**config.mk**
```make
export PLATFORM = sky130hd
export DESIGN_NAME = pipe_addsub_seg
export DESIGN_NICKNAME = d
export VERILOG_FILES = /design/src/rtl/pipe_arith_pkg.sv /design/src/rtl/pipe_addsub_stage.sv /design/src/rtl/pipe_addsub_seg.sv
export SDC_FILE = /design/constraint.sdc
export NUM_CORES = 1
export LEC_CHECK = 0
export CORE_ASPECT_RATIO = 0.5
export CORE_MARGIN = 1
export CORE_UTILIZATION = 55
export CTS_CLUSTER_SIZE = 20
export DETAILED_ROUTE_END_ITERATION = 10
export GPL_ROUTABILITY_DRIVEN = 0
export PLACE_DENSITY = 0.85
export SLEW_MARGIN = 20
export SYNTH_ARGS = -nofsm -noshare
export SYNTH_HDL_FRONTEND = slang
export SYNTH_SLANG_ARGS = --single-unit
```
**constraint.sdc**
```tcl
create_clock -name clk -period 17.3 [get_ports clk]
set_clock_uncertainty 0.1 [all_clocks]
set_input_delay 2.595 -clock clk [delete_from_list [all_inputs] [get_ports clk]]
set_output_delay 2.595 -clock clk [all_outputs]
set_load 0.05 [all_outputs]
```
**src/rtl/pipe_arith_pkg.sv**
```systemverilog
// Shared helpers for the segmented arithmetic pipelines: segment sizing
// functions and the operation encoding used by the add/sub datapath.
package pipe_arith_pkg;

  typedef enum logic {
    OP_ADD = 1'b0,
    OP_SUB = 1'b1
  } op_e;

  // Every segment, including the short last one, must keep at least one bit.
  localparam int MIN_SEG_W = 1;

  function automatic int ceil_div(input int a, input int b);
    return (a + b - 1) / b;
  endfunction

  function automatic int last_seg_w(input int width, input int nseg);
    return width - (nseg - 1) * ceil_div(width, nseg);
  endfunction

  // Width of segment k: full SEG_W for all but the last, remainder for the last.
  function automatic int seg_w(input int width, input int nseg, input int k);
    return (k == nseg - 1) ? last_seg_w(width, nseg) : ceil_div(width, nseg);
  endfunction

  function automatic int seg_lo(input int width, input int nseg, input int k);
    return k * ceil_div(width, nseg);
  endfunction

endpackage

```
**src/rtl/pipe_addsub_stage.sv**
```systemverilog
// One segment of the pipelined adder: registered {cout, sum} = a + b + cin,
// updated only when the pipeline advances.
module pipe_addsub_stage #(
  parameter int W = 8
) (
  input  logic         clk,
  input  logic         rst,
  input  logic         en,
  input  logic [W-1:0] a,
  input  logic [W-1:0] b,
  input  logic         cin,
  output logic [W-1:0] sum,
  output logic         cout
);

  // NOTE: non-blocking assignments so every stage samples its neighbours'
  // values from before the edge, independent of process ordering.
  always_ff @(posedge clk) begin
    if (rst) begin
      {cout, sum} <= '0;
    end else if (en) begin
      {cout, sum} <= {1'b0, a} + {1'b0, b} + {{W{1'b0}}, cin};
    end
  end

endmodule

```
**src/rtl/pipe_addsub_seg.sv**
```systemverilog
// Segmented pipelined adder/subtractor with valid/ready handshake. Segment k
// is added in stage k; operands are skewed in and sums deskewed out.
module pipe_addsub_seg
  import pipe_arith_pkg::*;
#(
  parameter int WIDTH = 129,
  parameter int NSEG  = 2
) (
  input  logic             clk,
  input  logic             rst,
  input  logic             i_valid,
  output logic             i_ready,
  input  logic [WIDTH-1:0] i_a,
  input  logic [WIDTH-1:0] i_b,
  input  logic             i_sub,
  input  logic             i_cin,
  output logic             o_valid,
  input  logic             o_ready,
  output logic [WIDTH-1:0] o_sum,
  output logic             o_cout
);

  localparam int SEG_W  = ceil_div(WIDTH, NSEG);
  localparam int LAST_W = last_seg_w(WIDTH, NSEG);

  if (WIDTH < 2 || NSEG < 1 || NSEG > WIDTH || LAST_W < MIN_SEG_W || SEG_W < MIN_SEG_W)
  begin : g_param_check
    $error("pipe_addsub_seg: WIDTH/NSEG leave an empty last segment");
  end

  logic             adv;
  logic [WIDTH-1:0] b_eff;
  logic             c0;
  logic [NSEG-1:0]  valid_r;
  logic [NSEG:0]    carry;

  // The whole pipe moves as one; a held result freezes everything behind it.
  assign adv     = !valid_r[NSEG-1] | o_ready;
  assign i_ready = adv;
  assign o_valid = valid_r[NSEG-1];
  assign o_cout  = carry[NSEG];

  // NOTE: both outputs get a default first so no path leaves them unassigned
  // and no latch is inferred.
  always_comb begin
    b_eff = i_b;
    c0    = i_cin;
    if (op_e'(i_sub) == OP_SUB) begin
      b_eff = ~i_b;
      c0    = 1'b1;
    end
  end

  assign carry[0] = c0;

  always_ff @(posedge clk) begin
    if (rst) begin
      valid_r <= '0;
    end else if (adv) begin
      valid_r[0] <= i_valid;
      for (int i = 1; i < NSEG; i++) begin
        valid_r[i] <= valid_r[i-1];
      end
    end
  end

  for (genvar k = 0; k < NSEG; k++) begin : g_seg
    localparam int LO      = seg_lo(WIDTH, NSEG, k);
    localparam int SW      = seg_w(WIDTH, NSEG, k);
    localparam int DLY_OUT = NSEG - 1 - k;

    logic [SW-1:0] seg_a;
    logic [SW-1:0] seg_b;
    logic [SW-1:0] seg_sum;

    if (k == 0) begin : g_noskew
      assign seg_a = i_a[LO +: SW];
      assign seg_b = b_eff[LO +: SW];
    end else begin : g_skew
      logic [SW-1:0] a_dl [k];
      logic [SW-1:0] b_dl [k];

      // NOTE: skew registers are deliberately not reset; their contents only
      // matter when a valid bit travels alongside them.
      always_ff @(posedge clk) begin
        if (adv) begin
          a_dl[0] <= i_a[LO +: SW];
          b_dl[0] <= b_eff[LO +: SW];
          for (int i = 1; i < k; i++) begin
            a_dl[i] <= a_dl[i-1];
            b_dl[i] <= b_dl[i-1];
          end
        end
      end

      assign seg_a = a_dl[k-1];
      assign seg_b = b_dl[k-1];
    end

    pipe_addsub_stage #(
      .W (SW)
    ) u_stage (
      .clk  (clk),
      .rst  (rst),
      .en   (adv),
      .a    (seg_a),
      .b    (seg_b),
      .cin  (carry[k]),
      .sum  (seg_sum),
      .cout (carry[k+1])
    );

    if (DLY_OUT == 0) begin : g_nodeskew
      assign o_sum[LO +: SW] = seg_sum;
    end else begin : g_deskew
      logic [SW-1:0] s_dl [DLY_OUT];

      // Deskew registers feed o_sum directly, so they clear on reset.
      always_ff @(posedge clk) begin
        if (rst) begin
          for (int i = 0; i < DLY_OUT; i++) begin
            s_dl[i] <= '0;
          end
        end else if (adv) begin
          s_dl[0] <= seg_sum;
          for (int i = 1; i < DLY_OUT; i++) begin
            s_dl[i] <= s_dl[i-1];
          end
        end
      end

      assign o_sum[LO +: SW] = s_dl[DLY_OUT-1];
    end
  end

endmodule

```
=== After elaboration in Yosys (flattened, before gate mapping) ===
Memories as Yosys holds them, arrays and structs flattened.
Cells that the tools add are included.
W data, S select, Z words.

* Register bits after elaboration: 133
* Latch bits: 0
* RAM bits: 193
* ROM bits: 0
* Input port bits: 264
* Output and inout bits: 132
* Word-level logic and storage cells: 26
* Memories kept: 3

* $add $sub $neg: 4
* $mul: 0
* Divide/modulo/power cells: 0
* Order comparisons: 0
* Equality and inequality tests: 0
* Shifts and indexed selects: 0
* Multiplexer cells: 10
* Bitwise logic cells: 2
* Reduce and logical (&&, ||, !) cells: 2

{| class="wikitable"
|+ Memory list
! memory !! words !! bits a word !! rd ports !! clocked after Yosys merged registers in !! wr ports !! RTL line !! source
|-
| g_seg[0].g_deskew.s_dl || 1 || 65 || 1 || 0 || 1 || pipe_addsub_seg.sv:116 || <nowiki>logic [SW-1:0] s_dl [DLY_OUT];</nowiki>
|-
| g_seg[1].g_skew.a_dl || 1 || 64 || 1 || 0 || 1 || pipe_addsub_seg.sv:80 || <nowiki>logic [SW-1:0] a_dl [k];</nowiki>
|-
| g_seg[1].g_skew.b_dl || 1 || 64 || 1 || 0 || 1 || pipe_addsub_seg.sv:81 || <nowiki>logic [SW-1:0] b_dl [k];</nowiki>
|}

{| class="wikitable"
|+ Operator list
! operator !! count
|-
| $mux W129 || 1
|-
| $not A129 Y129 || 1
|-
| $add A65 B65 Y66 || 1
|-
| $add A66 B1 Y66 || 1
|-
| $add A64 B64 Y65 || 1
|-
| $add A65 B1 Y65 || 1
|-
| $mux W65 || 1
|-
| $reduce_or A65 Y1 || 1
|-
| $mux W1 || 8
|-
| $logic_not A1 Y1 || 1
|-
| $or A1 B1 Y1 || 1
|}

=== Logic depth before layout (Yosys ltp) ===
* Word-level depth: 7
* Gate-level depth with buffers: 17
* Gate-level depth less buffers: 14

=== Modules after synthesis ===
From an unflattened synthesis, not the netlist that was laid out.

* Cells, all modules: 2060
* Area total of the unflattened synthesis: 20594.8 um2

{| class="wikitable"
|+ Modules (own cells, without submodules)
! module !! times used !! cells each !! area each (um2) !! sequential area each (um2)
|-
| pipe_addsub_seg || 1 || 429 || 7876.3 || 5835.6
|-
| pipe_addsub_stage (g_seg[0].u_stage) || 1 || 841 || 6502.5 || 1321.3
|-
| pipe_addsub_stage (g_seg[1].u_stage) || 1 || 790 || 6216.0 || 1301.2
|}

=== Worst setup path after synthesis ===
OpenSTA, ideal clock, no wires.

* Kind: input port to output port
* From: input o_ready
* To: output i_ready
* Arrival time: 6982 ps
* Data required time: 14605 ps
* Slack: 7623 ps
* Stages: 4
* Path buffers: 2
* Path through: nor2b_1 > clkinv_1 > clkbuf_8 > clkbuf_1

* Cells in the longest elaborated chain, start to end: 1

{| class="wikitable"
|+ Ends and longest elaborated chain
! item !! RTL line !! source
|-
| from (decl) || pipe_addsub_seg.sv:18 || <nowiki>input logic o_ready,</nowiki>
|-
| $or A1 B1 Y1 || pipe_addsub_seg.sv:38 || <nowiki>assign adv = !valid_r[NSEG-1] | o_ready;</nowiki>
|-
| to (decl) || pipe_addsub_seg.sv:12 || <nowiki>output logic i_ready,</nowiki>
|}

No other way between the ends.

=== Worst setup path after layout ===
Ends and elaborated chain as after synthesis.

==> flow_summary.toml <==
[route]
wl_per_cell_um = 18.9
post-route-drc-count = 0
drt.antenna.violating_nets = 0
viasPerCell = 5.81
drt-total-wl_mm = 54.0
vias = 16600
drt_iter0_markers = 1348
dr.pass1.iters = 5

[grt]
grt_pass1_wl_mm = 84.7
grt_pass1_vias = 16100
grt_max_degree = 88
grt_overflow = 0
antenna_found_initial = 5
grt_use_total = 0.296

[critical_path]
slowest_stage = "clkdlybuf4s50_1"
crit_fanout = 74
worstSetupPathType = "input port to primary output"
cp_cell_sequence = "clkdlybuf4s50_1 > nor2b_4 > buf_4 > inv_8 > clkdlybuf4s50_1"
worstPathArrival_ps = 4680
crit_start = "o_ready"
crit_family = "buffers and inverters"
cp_num_buf_inv = 4
worst-endpoint-required_ps = 14610
cpMostUsedCell = "clkdlybuf4s50_1"
r2r-start = "valid_r[1]"
start_kind = "input port"
crit_path_end_kind = "primary output"
critical_path.max_stage_delay_ps = 880

[yosys]
synth-seq-cells = 326
synth_top_area_cell = "edfxtp_1"
synth.yosys.warnings = 0
syn_avg_cell_area_um2 = 9.63
synthMuxAreaShare = 0.000515
syn_inst = 2017
synth-edff-count = 193
synth.most_common_cell = "nand2_1"
syn_area_mm2 = 0.0194
synth_top_area_frac = 0.298
yosys-top-cells-count = "242 x nand2_1, 212 x a21oi_1, 193 x edfxtp_1"
seq_area_frac_synth = 0.435
synth-simple-area-share = 0.138
synth_flop_cell = "edfxtp_1"
synthAdderAreaFrac = 0.0859
synthDistinctLibCells = 87
syn-num-nets = 2412
synth_top_family_by_area = "compound AO/OA/AOI/OAI gates"
synth_compound_area_frac = 0.199
synth_xor_area_frac = 0.105
async_flop_share = 0
synth.area.top_cells = "edfxtp_1 30%, dfxtp_1 14%, ha_1 8.2%, xor2_1 7.4%, a21oi_1 5.5%"

[clock_tree]
postCtsResizedCells = 0
htree_levels = 1
clk_pin_slew_ps = 60
cts_setup_buffers = 0
cts-root-buf = "clkbuf_16"
clock-sinks = 326
cts_hold_buf = 0
cts_made_buffers = 30
cts_tree = "built"
clk_latency_ps = 580
clock_path_buffers = 3

[final_layout]
finalNetCount = 2748
final_layout_size_suffix_gt1_frac = 0.0425
fillers = 2642
syn_to_final_growth_pct = 26.8
finish.instance_area_mm2 = 0.0246

[placement]
hpwl_mm = 40.6
dpl_cell_area_mm2 = 0.0236
portBuffers = 395
post-place-ws_ps = 9950

[hold_path]
holdCritPathClass = "register to register"
worstHoldStart = "g_seg[0].u_stage.sum[28]"

[power_and_ir_drop]
power_density_mw_per_mm2 = 108
ir_drop_mv = 0.0609
p_clk_frac = 0.255
comb_power_share = 0.371
sw_frac_of_total = 0.358
power_w = 0.00265
intPower_w = 0.00170
p_seq_frac = 0.373
leakage_nw = 10.2
switchingPower_w = 0.000949

[floorplan]
chipWidth_um = 268
fp.coreArea_mm2 = 0.0346
initial_core_util = 0.561
die_y_um = 135
ios = 396
dieArea_mm2 = 0.0361
rows = 48

[flow_run]
max-cap-violations = 0

[sta]
tns_ps = 0
period_minus_slack_ps = 7370
fin_ws_ps = 9930
post-route-period-util = 0.426
finalMaxSlewViolations = 0
relSlewSlack = 0.347
timing.fmax_ghz = 0.136
setup_viol = 0
worst_pin_slew_ps = 980
hold_viol_final = 0
rsz0062_at_grt = "no"
hold_ws_ps = 345

[run_status]
status = "completed"
-- power by group through the flow --
stage / Combinational, W / Sequential, W / Clock, W
finish: 0.000984 / 0.000990 / 0.000676
global placement: 0.000954 / 0.00100 / 0
global route: 0.00105 / 0.00100 / 0.000719
floorplan: 0.000489 / 0.00118 / 0
detailed placement: 0.000969 / 0.00101 / 0
CTS: 0.000976 / 0.000990 / 0.000685
-- routing by layer --
layer	GRT usage	routed length, um	vias up
met1	0.368	21800	7872
li1	-	-	8024
met4	0.127	2180	0
met5	0	0	-
met3	0.0368	2760	126
met2	0.519	27300	569
-- stage by stage --
stage | instances | util
final | 2857 | 0.712
after global routing | 2857 | 0.712
after CTS | 2852 | 0.712
after detailed placement | 2796 | 0.683
after global placement | 2796 | 0.683
after floorplan | 2017 | -
-- state kept, by name, indices dropped and copies added, names as in the netlist --
| signal | cells |
|---|---|
| g_seg.u_stage.sum | 129 |
| g_seg.g_deskew.s_dl | 65 |
| g_seg.g_skew.a_dl | 64 |
| g_seg.g_skew.b_dl | 64 |
| g_seg.u_stage.cout | 2 |
| valid_r | 2 |
-- worst paths after layout --
kind                                            endpoint  slack, ps  cells past startpoint
worst max register to register  g_seg[1].u_stage.sum[16]      13320                      8
worst max-delay path                             i_ready       9930                      5
worst min register to register  g_seg[0].u_stage.sum[28]        340                      2
worst min-delay path            g_seg[0].u_stage.sum[28]        340                      2
-- tightest hold or removal path, cell delays in order, from the launching register on --
cell	delay, ps
dfxtp_1	300
nand2_1	50
a21oi_1	50
-- layout by cell type, fill, tap and decap left out, types with 30 or more instances in the layout --
master           instances
clkdlybuf4s50_1        393
nand2_1                242
a21oi_1                212
edfxtp_1               193
xor2_1                 164
dfxtp_1                133
ha_1                   127
o21ai_0                106
nor2_1                  92
and3_1                  86
xnor2_1                 68
a21o_1                  63
inv_1                   61
o21bai_1                39
nand4_1                 35
clkbuf_16               33
nand3_1                 30
-- kinds of logic after synthesis --
group                      count (synthesis)
AOI/OAI and AO/OA                        595
xor gates and xnor gates                 232
buffers and inverters                    166
and+or+nand+nor                          566
adders and majority gates                131
muxes                                      1
DFF                                      326
-- area by class of cell --
cell class	count	area, um^2	area share
Tap cell	475	594	0.0241
Multi-Input combinational cell	1525	10300	0.417
Clock buffer	44	897	0.0364
Inverter	63	244	0.00990
Sequential cell	326	8460	0.343
Clock inverter	12	105	0.00427
Timing Repair Buffer	407	4040	0.164
Antenna cell	5	12.5	0.000508
Power figures use the tool's default switching activity.
==> RTL edit (config.mk and constraints unchanged) <==
Change the parameter `WIDTH` from 129 to 137.
--- a/src/rtl/pipe_addsub_seg.sv
+++ b/src/rtl/pipe_addsub_seg.sv
@@ -5,3 +5,3 @@
 #(
-  parameter int WIDTH = 129,
+  parameter int WIDTH = 137,
   parameter int NSEG  = 2
Ports: changed (resized i_a, i_b and o_sum); port bits go from 396 to 420. No check against the original RTL was run, so the function may have changed too.
==> RTL edit against the unedited design <==
Sequential power increased by 6%; worst setup slack got worse by 0.0059 ns; highest routed layer unchanged; wire length increased by 9.9%; area after synthesis increased by 7.6%; cell area increased by 6.8%; critical path depth unchanged; total power increased by 8.0%; register-to-register slack got worse by 0.36 ns; sequential cell count increased by 20.
==> RTL edit: results <==
group,metric,value,unit
final_layout,syn2layout_area_growth,25.9,%
worst_setup_path,r2r_start,"g_seg[0].u_stage.cout$_SDFFE_PP0P_",
drt,routedWlPerCell,19.4,microns
synthesis,syn_avg_cell_area,9.53,sq um
synthesis,ys_top_cells_by_area,"edfxtp_1 29%, dfxtp_1 14%, ha_1 8.1%",
clock_tree,cts_buffers,34,
power_and_ir_drop,p_leak,10.7,nW
grt,grt_pass1_vias,17800,
synthesis,synth_nets,2611,
final_layout,largest_register_ffs,137,
clock_tree,cts_max_level,2,
drt,wirelength,59.3,mm
final_layout,n_fill_cell,2861,
worst_setup_path,path_max_fanout,56,
timing,max-slew-margin-rel,0.309,
final_layout,drive_gt1_frac,0.0379,
drt,post_drt_via_cell_ratio,5.93,
final_layout,ff_latch_area,0.00898,sq mm
synthesis,synth-edff-count,205,
grt,use_met1,0.358,
placement,dp_cells,2988,
drt,drtIter0Drc,1549,
run_status,status,"complete, no violations",
grt,track_usage,0.299,
drt,drtPass1Iterations,8,
final_layout,non_clock_inverter_count,44,
final_layout,clockNetworkAreaShare,0.0419,
clock_tree,insertion_delay,0.54,ns
power_and_ir_drop,vdd_drop_max,87.5,uV
grt,grtUsageMet2,0.520,
final_layout,diodes,2,
hold_path,hp-start,"g_seg[0].u_stage.sum[61]$_SDFFE_PP0P_",
synthesis,ys_seq_area_frac,0.430,
## RTL edit: cell types whose count changed in the layout (fill, tap and decap cells not counted), moves of 10 or more
cell             change
and3_1              -76
and2_1              +75
o21ai_0             -55
o21ai_1             +47
nand2_1             +29
clkdlybuf4s50_1     +24
inv_1               -20
a21o_1              +19
o21a_1              +14
nor2_1              +13
edfxtp_1            +12
nor2b_1             +11
nand4_1             +10
## RTL edit: power groups by stage
stage	combinational, mW	sequential [mW]	clock, mW
6_report	1.06	1.05	0.750
5_1_grt	1.13	1.07	0.794
4_1_cts	1.05	1.05	0.761
3_5_place_dp	1.04	1.07	0
3_3_place_gp	1.02	1.07	0
2_1_floorplan	0.540	1.25	0
## RTL edit: final timing paths
path | depth (start not counted) | slack [ns] | to
worst max-delay path | 5 | 9.92 | i_ready
worst min-delay path | 2 | 0.34 | g_seg[0].u_stage.sum[61]$_SDFFE_PP0P_
worst max register to register | 14 | 12.96 | g_seg[1].u_stage.sum[54]$_SDFFE_PP0P_
worst min register to register | 2 | 0.34 | g_seg[0].u_stage.sum[61]$_SDFFE_PP0P_
## RTL edit: cell families (layout without fill, tap and decap cells)
| family | Yosys count | in the layout | share of synthesized area |
|---|---|---|---|
| AO/OA/AOI/OAI | 637 | 637 | 0.196 |
| XOR/XNOR | 244 | 244 | 0.102 |
| adder cells (fa/ha/maj) | 139 | 139 | 0.0847 |
| buffers and inverters | 174 | 538 | 0.0381 |
| flip-flops | 346 | 346 | 0.430 |
| multiplexers | 2 | 2 | 0.000958 |
| other | 0 | 2 | 0 |
| AND/OR/NAND/NOR | 650 | 650 | 0.148 |
## RTL edit: layer usage
metal	vias up	wire, microns
met3	212	3250
met4	0	3490
met5	-	0
met2	759	29000
li1	8595	-
met1	8546	23600
